$ cat config.mk
export PLATFORM = sky130hd
export DESIGN_NAME = z80_fetch_sequencer_flat
export DESIGN_NICKNAME = d
export VERILOG_FILES = /design/src/rtl/z80_fetch_sequencer_if.sv /design/src/rtl/z80_fetch_sequencer.sv /design/src/flat_wrapper.sv
export SDC_FILE = /design/constraint.sdc
export NUM_CORES = 1
export LEC_CHECK = 0
export CORE_MARGIN = 3
export CORE_UTILIZATION = 43
export DETAILED_ROUTE_END_ITERATION = 16
export PLACE_DENSITY = 0.77
export SKIP_CTS_REPAIR_TIMING = 1
export SLEW_MARGIN = 10
export SYNTH_ARGS = -nofsm -noshare
export SYNTH_HDL_FRONTEND = slang
export SYNTH_SLANG_ARGS = --single-unit
export TNS_END_PERCENT = 30
$ cat constraint.sdc
create_clock -name clk -period 1.9 [get_ports clk]
set_input_delay 0.19 -clock clk [delete_from_list [all_inputs] [get_ports clk]]
set_output_delay 0.19 -clock clk [all_outputs]
set_load 0.02 [all_outputs]
$ cat src/rtl/z80_fetch_sequencer_if.sv
// z80_fetch_sequencer_if: memory port, decoder link, instruction handoff and redirect bundle.
interface z80_fetch_sequencer_if;
    logic [15:0] mem_addr;
    logic        mem_rd;
    logic [7:0]  mem_data;
    logic        mem_valid;
    logic [31:0] dec_instr;
    logic [1:0]  dec_op_len;
    logic [2:0]  dec_len;
    logic [7:0]  dec_group;
    logic [31:0] insn;
    logic [2:0]  insn_len;
    logic [7:0]  insn_group;
    logic [15:0] insn_pc;
    logic        insn_valid;
    logic        insn_ready;
    logic        redirect;
    logic [15:0] redirect_pc;

    modport master (
        output mem_addr, mem_rd, dec_instr, dec_op_len,
        output insn, insn_len, insn_group, insn_pc, insn_valid,
        input  mem_data, mem_valid, dec_len, dec_group, insn_ready, redirect, redirect_pc
    );

    modport slave (
        input  mem_addr, mem_rd, dec_instr, dec_op_len,
        input  insn, insn_len, insn_group, insn_pc, insn_valid,
        output mem_data, mem_valid, dec_len, dec_group, insn_ready, redirect, redirect_pc
    );
endinterface

$ cat src/rtl/z80_fetch_sequencer.sv
// z80_fetch_sequencer: fetches Z80 instruction bytes, accumulates them little-endian
// until the decoder reports a full instruction, then offers it to execute.
module z80_fetch_sequencer #(
    parameter logic [15:0] RESET_PC        = 16'h0000,
    parameter logic [7:0]  NEED_MORE_BYTES = 8'hFF
) (
    input logic                    clk,
    input logic                    reset_n,
    z80_fetch_sequencer_if.master  bus
);
    typedef enum logic [1:0] {EVAL, REQ, OUT} state_t;

    state_t      state, state_nx;
    logic [15:0] pc;
    logic [31:0] ibuf;
    logic [2:0]  cnt;
    logic [1:0]  op_len;
    logic [31:0] insn_q;
    logic [2:0]  insn_len_q;
    logic [7:0]  insn_group_q;
    logic [15:0] insn_pc_q;
    logic        need_more;
    logic        short_buf;

    assign need_more      = bus.dec_group == NEED_MORE_BYTES;
    assign short_buf      = cnt < bus.dec_len;
    assign bus.mem_rd     = state == REQ;
    assign bus.mem_addr   = pc + {13'b0, cnt};
    assign bus.insn_valid = state == OUT;
    assign bus.insn       = insn_q;
    assign bus.insn_len   = insn_len_q;
    assign bus.insn_group = insn_group_q;
    assign bus.insn_pc    = insn_pc_q;
    assign bus.dec_instr  = ibuf;
    assign bus.dec_op_len = op_len;

    always_comb begin
        state_nx = bus.redirect    ? EVAL :
                   state == EVAL   ? ((need_more || short_buf) ? REQ : OUT) :
                   state == REQ    ? (bus.mem_valid ? EVAL : REQ) :
                   state == OUT    ? (bus.insn_ready ? EVAL : OUT) : EVAL;
    end

    always_ff @(posedge clk or negedge reset_n) begin
        if (!reset_n) state <= EVAL;
        else          state <= state_nx;
    end

    // Redirect wins over any in-flight read data or handshake in the same cycle.
    always_ff @(posedge clk or negedge reset_n) begin
        if (!reset_n) begin
            pc           <= RESET_PC;
            ibuf         <= '0;
            cnt          <= '0;
            op_len       <= '0;
            insn_q       <= '0;
            insn_len_q   <= '0;
            insn_group_q <= '0;
            insn_pc_q    <= '0;
        end else if (bus.redirect) begin
            pc     <= bus.redirect_pc;
            ibuf   <= '0;
            cnt    <= '0;
            op_len <= '0;
        end else if (state == EVAL) begin
            if (need_more) begin
                op_len <= bus.dec_len[1:0];
            end else if (!short_buf) begin
                insn_q       <= ibuf;
                insn_len_q   <= bus.dec_len;
                insn_group_q <= bus.dec_group;
                insn_pc_q    <= pc;
            end
        end else if (state == REQ && bus.mem_valid) begin
            ibuf[{cnt[1:0], 3'b000} +: 8] <= bus.mem_data;
            cnt                           <= cnt + 3'd1;
        end else if (state == OUT && bus.insn_ready) begin
            pc     <= pc + {13'b0, insn_len_q};
            ibuf   <= '0;
            cnt    <= '0;
            op_len <= '0;
        end
    end
endmodule

$ cat src/flat_wrapper.sv
// flat-port wrapper written by rule: the top's interface ports become plain ports
module z80_fetch_sequencer_flat 
#(
    parameter logic [15:0] RESET_PC        = 16'h0000,
    parameter logic [7:0]  NEED_MORE_BYTES = 8'hFF
)
  (clk, reset_n, bus_mem_addr, bus_mem_rd, bus_dec_instr, bus_dec_op_len, bus_insn, bus_insn_len, bus_insn_group, bus_insn_pc, bus_insn_valid, bus_mem_data, bus_mem_valid, bus_dec_len, bus_dec_group, bus_insn_ready, bus_redirect, bus_redirect_pc);
  z80_fetch_sequencer_if bus_i ();
  input logic clk;
  input logic reset_n;
  output wire logic [$bits(bus_i.mem_addr)-1:0] bus_mem_addr;
  output wire logic [$bits(bus_i.mem_rd)-1:0] bus_mem_rd;
  output wire logic [$bits(bus_i.dec_instr)-1:0] bus_dec_instr;
  output wire logic [$bits(bus_i.dec_op_len)-1:0] bus_dec_op_len;
  output wire logic [$bits(bus_i.insn)-1:0] bus_insn;
  output wire logic [$bits(bus_i.insn_len)-1:0] bus_insn_len;
  output wire logic [$bits(bus_i.insn_group)-1:0] bus_insn_group;
  output wire logic [$bits(bus_i.insn_pc)-1:0] bus_insn_pc;
  output wire logic [$bits(bus_i.insn_valid)-1:0] bus_insn_valid;
  input wire logic [$bits(bus_i.mem_data)-1:0] bus_mem_data;
  input wire logic [$bits(bus_i.mem_valid)-1:0] bus_mem_valid;
  input wire logic [$bits(bus_i.dec_len)-1:0] bus_dec_len;
  input wire logic [$bits(bus_i.dec_group)-1:0] bus_dec_group;
  input wire logic [$bits(bus_i.insn_ready)-1:0] bus_insn_ready;
  input wire logic [$bits(bus_i.redirect)-1:0] bus_redirect;
  input wire logic [$bits(bus_i.redirect_pc)-1:0] bus_redirect_pc;
  assign bus_mem_addr = bus_i.mem_addr;
  assign bus_mem_rd = bus_i.mem_rd;
  assign bus_dec_instr = bus_i.dec_instr;
  assign bus_dec_op_len = bus_i.dec_op_len;
  assign bus_insn = bus_i.insn;
  assign bus_insn_len = bus_i.insn_len;
  assign bus_insn_group = bus_i.insn_group;
  assign bus_insn_pc = bus_i.insn_pc;
  assign bus_insn_valid = bus_i.insn_valid;
  assign bus_i.mem_data = bus_mem_data;
  assign bus_i.mem_valid = bus_mem_valid;
  assign bus_i.dec_len = bus_dec_len;
  assign bus_i.dec_group = bus_dec_group;
  assign bus_i.insn_ready = bus_insn_ready;
  assign bus_i.redirect = bus_redirect;
  assign bus_i.redirect_pc = bus_redirect_pc;
  z80_fetch_sequencer #(.RESET_PC(RESET_PC), .NEED_MORE_BYTES(NEED_MORE_BYTES)) u_core (.clk(clk), .reset_n(reset_n), .bus(bus_i));
endmodule
==> flow_summary.json, run 1 <==
{
  "p_clk_frac": 0.399,
  "post-route-period-util": 1.296,
  "synth_top_family_by_area": "multiplexers",
  "mostFrequentLayoutCell": "clkdlybuf4s50_1",
  "antennaDiodeCount": 0,
  "place_ws_ns": -0.6027,
  "cts_tree": "built",
  "power_frac_seq": 0.352,
  "final.setup.tns_ns": -15.21,
  "nets": 688,
  "grt_use_total": 0.2149,
  "place_area_sq_um": 7252,
  "power_density_nw_per_um2": 965.9,
  "irDropWorstVdd_uv": 823.7,
  "synthXorXnorAreaFrac": 0.03604,
  "synthesis.instances": 402,
  "drive_gt1_frac": 0.3158,
  "crit_start": "u_core.pc[0]$_DFFE_PN0P_",
  "r2r-end": "u_core.bus.insn_len[0]$_DFFE_PN0P_",
  "setup_viol_count_final": 76,
  "ios": 151,
  "total_power_mw": 8.166,
  "slowest_delay_ns": 0.45,
  "fin_ws_ns": -0.5633,
  "path_clk_slew_ns": 0.06,
  "p_int_mw": 5.873,
  "first_iter_violations": 169,
  "criticalPathCategory": "register to output pin",
  "cp-end-kind": "output pin",
  "crit_fanout": 4,
  "cellLeakagePower_nw": 3.894,
  "placed_cells": 738,
  "cp-endpoint": "bus_mem_addr[14]",
  "cts_sinks": 114,
  "drc": 0,
  "rsz0062_at_grt": "true",
  "relSlewSlack": 0.5588,
  "final-instance-count-excl-fill": 789,
  "switching_power_mw": 2.294,
  "seq_area_frac_synth": 0.5590,
  "critPathBufInv": 1,
  "numCtsBuffers": 17,
  "drv_cap": 0,
  "path_cells": "ha_2, fa_2, a21o_1, or3b_4, nor3_4, xor2_2, buf_4",
  "swShare": 0.2809,
  "hold_viol": 0,
  "design_area_sq_um": 8454,
  "tightest_slew_ns": 0.6618,
  "syn-num-nets": 457,
  "critPathTopFamily": "simple AND/OR/NAND/NOR gates",
  "clockRootBuffer": "clkbuf_16",
  "ys_warn_count": 0,
  "timing.fmax_ghz": 0.4060,
  "place_hpwl_um": 10210,
  "synth-adder-area-share": 0.03972,
  "synth_compound_area_frac": 0.1138,
  "insertion_delay_ns": 0.41,
  "grt_max_degree": 51,
  "slew_violations": 0,
  "status": "finished with violations",
  "muxShareOfSynthArea": 0.1380,
  "cp.arrival_ns": 2.27,
  "holdWs_ns": 0.2341,
  "slowest_stage": "or3b_4",
  "wl_per_cell_um": 19.53,
  "start_util": 0.4432,
  "period_needed_ns": 2.463,
  "crit_cells": 7,
  "post_drt_via_cell_ratio": 5.360,
  "avgSynthCellArea_sq_um": 12.70,
  "final_cell_mix": "clkdlybuf4s50_1 (131), dfrtp_1 (113), buf_4 (75), mux2_4 (39), a22o_1 (32)",
  "gp_congestion": 0.8664,
  "first_pass_iters": 4,
  "fin_worst_skew_ns": 0.006252,
  "grt_pass1_vias": 4298,
  "overflow": 0,
  "grt_first_pass_wirelength_um": 22050,
  "clk_path_buf_depth": 2,
  "die_height_um": 114.9,
  "yosys.area_share.simple": 0.09144,
  "die_area_sq_um": 13210,
  "postRouteAntennaNets": 0,
  "combPwrFrac": 0.249,
  "ys_types": 52,
  "fin_util": 0.7341,
  "htreeDepth": 4,
  "required_ns": 1.71,
  "r2r_setup_slack_ns": -0.22,
  "vias": 4229,
  "r2r_cells": 8,
  "hold_class": "input pin to async pin",
  "drt-total-wl_um": 15410,
  "syn-cell-area_sq_um": 5104,
  "core_region_area_sq_um": 11520,
  "antenna_found_initial": 0,
  "r2r_start": "u_core.cnt[1]$_DFFE_PN0P_",
  "cp-start-kind": "register",
  "syn_to_final_growth_pct": 65.65,
  "portBuffers": 150,
  "die_w_um": 114.9,
  "ys_ff_latch": 114,
  "rows": 39,
  "failed_checks": "negative setup slack"
}
[worst min path at each step]
stage	start	endpoint	slack, ns	cells after the start
2_1_floorplan	reset_n	u_core.bus.dec_instr[0]$_DFFE_PN0P_	-0.11	0
3_3_place_gp	reset_n	u_core.bus.insn[3]$_DFFE_PN0P_	0.12	1
3_5_place_dp	reset_n	u_core.bus.insn[2]$_DFFE_PN0P_	0.13	1
4_1_cts	reset_n	u_core.bus.insn[2]$_DFFE_PN0P_	-0.31	1
5_1_grt	reset_n	u_core.bus.insn[3]$_DFFE_PN0P_	0.26	2
6_report	reset_n	u_core.bus.dec_instr[10]$_DFFE_PN0P_	0.23	2
[kinds of logic (layout without fill, tap and decap cells)]
group	after synthesis	in the layout
mux	63	63
simple gates	86	86
xor+xnor	21	21
compound gates	77	77
fa+ha+maj	15	15
buf+inv	26	270
flops	114	114
[power groups by stage]
stage	clock network [mW]	logic (mW)	registers (mW)
2_1_floorplan	0	0.493	3.19
3_3_place_gp	0	1.77	2.88
3_5_place_dp	0	1.80	2.90
4_1_cts	3.29	1.81	2.86
5_1_grt	3.41	2.16	2.91
6_report	3.26	2.03	2.87
[registers in the layout, summed over array words and instances (netlist names)]
register	count
u_core.state	2
u_core.bus.dec_op_len	2
u_core.cnt	3
u_core.bus.dec_instr	32
u_core.bus.insn	32
u_core.bus.insn_group	8
u_core.pc	16
u_core.bus.insn_pc	16
u_core.bus.insn_len	3
[worst reg2reg max path, delay by kind of cell, from the launching register on]
family / cells / cell delay (ns)
flip-flops: 1 / 0.42
AND/OR/NAND/NOR: 1 / 0.23
buffers and inverters: 4 / 0.62
AO/OA/AOI/OAI: 1 / 0.11
multiplexers: 1 / 0.32
adder cells (fa/ha/maj): 1 / 0.31
[final cells by class]
cell class | instances | area, sq um
clock buffers | 20 | 446.7
repair buffers | 230 | 2246
multi-input cells | 262 | 2542
fillers | 774 | 3062
inverters | 8 | 30.03
flip-flops and latches | 114 | 2854
well taps | 143 | 178.9
clock inverters | 12 | 156.4
[metal layers]
layer | vias to the layer above | GRT usage | wire [um]
met2 | 157 | 0.3492 | 7843
met4 | 0 | 0.07042 | 216
met3 | 19 | 0.07158 | 1019
met1 | 2127 | 0.2722 | 6329
li1 | 1926 | - | -
met5 | - | 0 | 0
[synthesized netlist by cell type (all sizes together)]
cell type,n,area share
nand3,4,0.0039
dfrtp,114,0.56
mux2,59,0.13
nor3b,3,0.0054
nor2,14,0.010
and3b,2,0.0034
or3,2,0.0025
a211oi,3,0.0054
a31oi,3,0.0037
clkbuf,8,0.0059
or4,2,0.0037
inv,8,0.0059
and3,1,0.0012
xnor2,12,0.021
a21o,3,0.0044
mux2i,4,0.0078
nand2,22,0.016
a211o,1,0.0017
a21oi,11,0.011
nor4b,1,0.0017
a21boi,2,0.0029
o31ai,2,0.0029
a221oi,1,0.0017
a22o,32,0.055
a31o,1,0.0017
nand2b,5,0.0061
o31a,3,0.0051
nor4,3,0.0037
ha,13,0.032
or3b,1,0.0017
and4,1,0.0017
a2111oi,1,0.0017
fa,2,0.0078
a22oi,2,0.0029
nor3,12,0.014
or2,2,0.0025
o21ai,10,0.0098
nand3b,1,0.0015
xor2,9,0.015
o211a,1,0.0020
nor2b,4,0.0049
nand4,6,0.0074
buf,10,0.010
a32o,1,0.0020
Power figures use the tool's default switching activity.
==> run 2, diff against run 1 <==
- CORE_UTILIZATION: 43 -> 51
- PLACE_DENSITY: 0.77 -> 0.85
- clock period: 1.9 -> 3.1 ns (I/O delays scaled with it)
==> run 2 against run 1 <==
Net effect: highest routed layer unchanged; clock power fell by 43%; largest cell class unchanged; sequential share of layout area rose by 5.0 points; non-clock buffer count fell by 71; combinational power fell by 53%; final area fell by 13%; the run ends with negative hold slack left.
==> flow_summary.json, run 2 (synthesis gave the netlist of run 1 again) <==
{
  "status": "finished with violations",
  "failed_checks": "negative hold slack",
  "timing.fmax_ghz": 0.3379,
  "cts_tree": "built",
  "power_frac_seq": 0.387,
  "combPwrFrac": 0.208,
  "drive_gt1_frac": 0.08870,
  "post_drt_via_cell_ratio": 5.594,
  "drv_cap": 0,
  "cts_sinks": 114,
  "tightest_slew_ns": 1.050,
  "die_height_um": 106.0,
  "r2r_setup_slack_ns": 0.95,
  "busiest_layer": "met2",
  "holdWs_ns": -0.02343,
  "first_iter_violations": 152,
  "path_clk_slew_ns": 0.06,
  "r2r-end": "u_core.bus.insn[21]$_DFFE_PN0P_",
  "final_cell_mix": "clkdlybuf4s50_1 (141), dfrtp_1 (113), mux2_1 (59), a22o_1 (32), nand2_1 (22)",
  "nets": 617,
  "fin_worst_skew_ns": 0.007997,
  "irDropWorstVdd_uv": 421.4,
  "hold_viol": 17,
  "met2_usage": 0.4003,
  "grt_pass1_vias": 4084,
  "period_needed_ns": 2.959,
  "critPathBufInv": 1,
  "vias": 3938,
  "grt_first_pass_wirelength_um": 21130,
  "first_pass_iters": 4,
  "core_region_area_sq_um": 9459,
  "insertion_delay_ns": 0.51,
  "post-route-period-util": 0.9545,
  "total_power_mw": 4.596,
  "design_area_sq_um": 7357,
  "fin_ws_ns": 0.1409,
  "antennaDiodeCount": 0,
  "placed_cells": 672,
  "final-instance-count-excl-fill": 704,
  "use_met3": 0.07590,
  "cp.arrival_ns": 2.65,
  "cp-start-kind": "register",
  "grt_max_degree": 87,
  "criticalPathCategory": "register to output pin",
  "htreeDepth": 4,
  "rows": 35,
  "slew_violations": 0,
  "place_ws_ns": 0.3807,
  "cellLeakagePower_nw": 3.356,
  "p_int_mw": 3.269,
  "die_w_um": 106.0,
  "path_cells": "ha_1, fa_1, a21o_1, nand4_1, xnor2_1, clkdlybuf4s50_1",
  "setup_viol_count_final": 0,
  "clockRootBuffer": "clkbuf_8",
  "postRouteAntennaNets": 0,
  "mostFrequentLayoutCell": "clkdlybuf4s50_1",
  "power_density_nw_per_um2": 624.7,
  "swShare": 0.2888,
  "required_ns": 2.79,
  "grt_use_total": 0.2387,
  "r2r_start": "u_core.cnt[2]$_DFFE_PN0P_",
  "ios": 151,
  "hold_class": "input pin to async pin",
  "slowest_stage": "clkdlybuf4s50_1",
  "p_clk_frac": 0.405,
  "clk_path_buf_depth": 2,
  "grt.met1_usage": 0.2891,
  "overflow": 0,
  "start_util": 0.5396,
  "gp_congestion": 0.8366,
  "antenna_found_initial": 0,
  "slowest_delay_ns": 0.63,
  "cp-end-kind": "output pin",
  "numCtsBuffers": 17,
  "crit_fanout": 4,
  "drc": 0,
  "syn_to_final_growth_pct": 44.15,
  "drt-total-wl_um": 12840,
  "rsz0062_at_grt": "false",
  "die_area_sq_um": 11240,
  "switching_power_mw": 1.327,
  "r2r_cells": 6,
  "place_hpwl_um": 9358,
  "place_area_sq_um": 6755,
  "relSlewSlack": 0.3000,
  "critPathTopFamily": "buffers and inverters",
  "wl_per_cell_um": 18.24,
  "portBuffers": 150
}
==> run 2: final cells by class <==
type	count	area [sq um]
well taps	129	161.4
clock buffers	17	414.1
inverters	8	30.03
flip-flops and latches	114	2854
clock inverters	15	161.4
multi-input cells	262	2150
repair buffers	159	1587
fillers	609	2102
==> run 2: worst max path at each step <==
| stage | cells after the start | to | startpoint |
|---|---|---|---|
| 2_1_floorplan | 6 | bus_mem_addr[14] | u_core.cnt[0]$_DFFE_PN0P_ |
| 3_3_place_gp | 7 | bus_mem_addr[14] | u_core.pc[0]$_DFFE_PN0P_ |
| 3_5_place_dp | 7 | bus_mem_addr[14] | u_core.pc[0]$_DFFE_PN0P_ |
| 4_1_cts | 7 | bus_mem_addr[14] | u_core.pc[0]$_DFFE_PN0P_ |
| 5_1_grt | 6 | bus_mem_addr[6] | u_core.pc[0]$_DFFE_PN0P_ |
| 6_report | 6 | bus_mem_addr[6] | u_core.pc[0]$_DFFE_PN0P_ |
==> run 2: power groups by stage <==
stage / sequential (mW) / combinational, mW / clock [mW]
2_1_floorplan: 1.95 / 0.292 / 0
3_3_place_gp: 1.79 / 0.942 / 0
3_5_place_dp: 1.80 / 0.963 / 0
4_1_cts: 1.78 / 0.971 / 1.88
5_1_grt: 1.80 / 1.02 / 1.95
6_report: 1.78 / 0.957 / 1.86
==> run 2: metrics by stage <==
stage	util	setup TNS, ns
CTS	0.7750	-0.4657
global route	0.7778	0
floorplan	-	0
finish	0.7778	0
global placement	0.7142	0
detailed placement	0.7142	0
==> run 2: routing by layer <==
metal,vias up,part of all wire
li1,1801,-
met1,1944,0.41
met2,170,0.49
met3,23,0.082
met4,0,0.018
met5,-,0
==> run 2: worst reg2reg max path: cells and delay by family (launching register included) <==
| family | cells | cell delay (ns) |
|---|---|---|
| buffers and inverters | 1 | 0.28 |
| adders and majority gates | 1 | 0.31 |
| AOI/OAI and AO/OA | 2 | 0.54 |
| and+or+nand+nor | 1 | 0.10 |
| DFF | 1 | 0.41 |
| muxes | 1 | 0.39 |
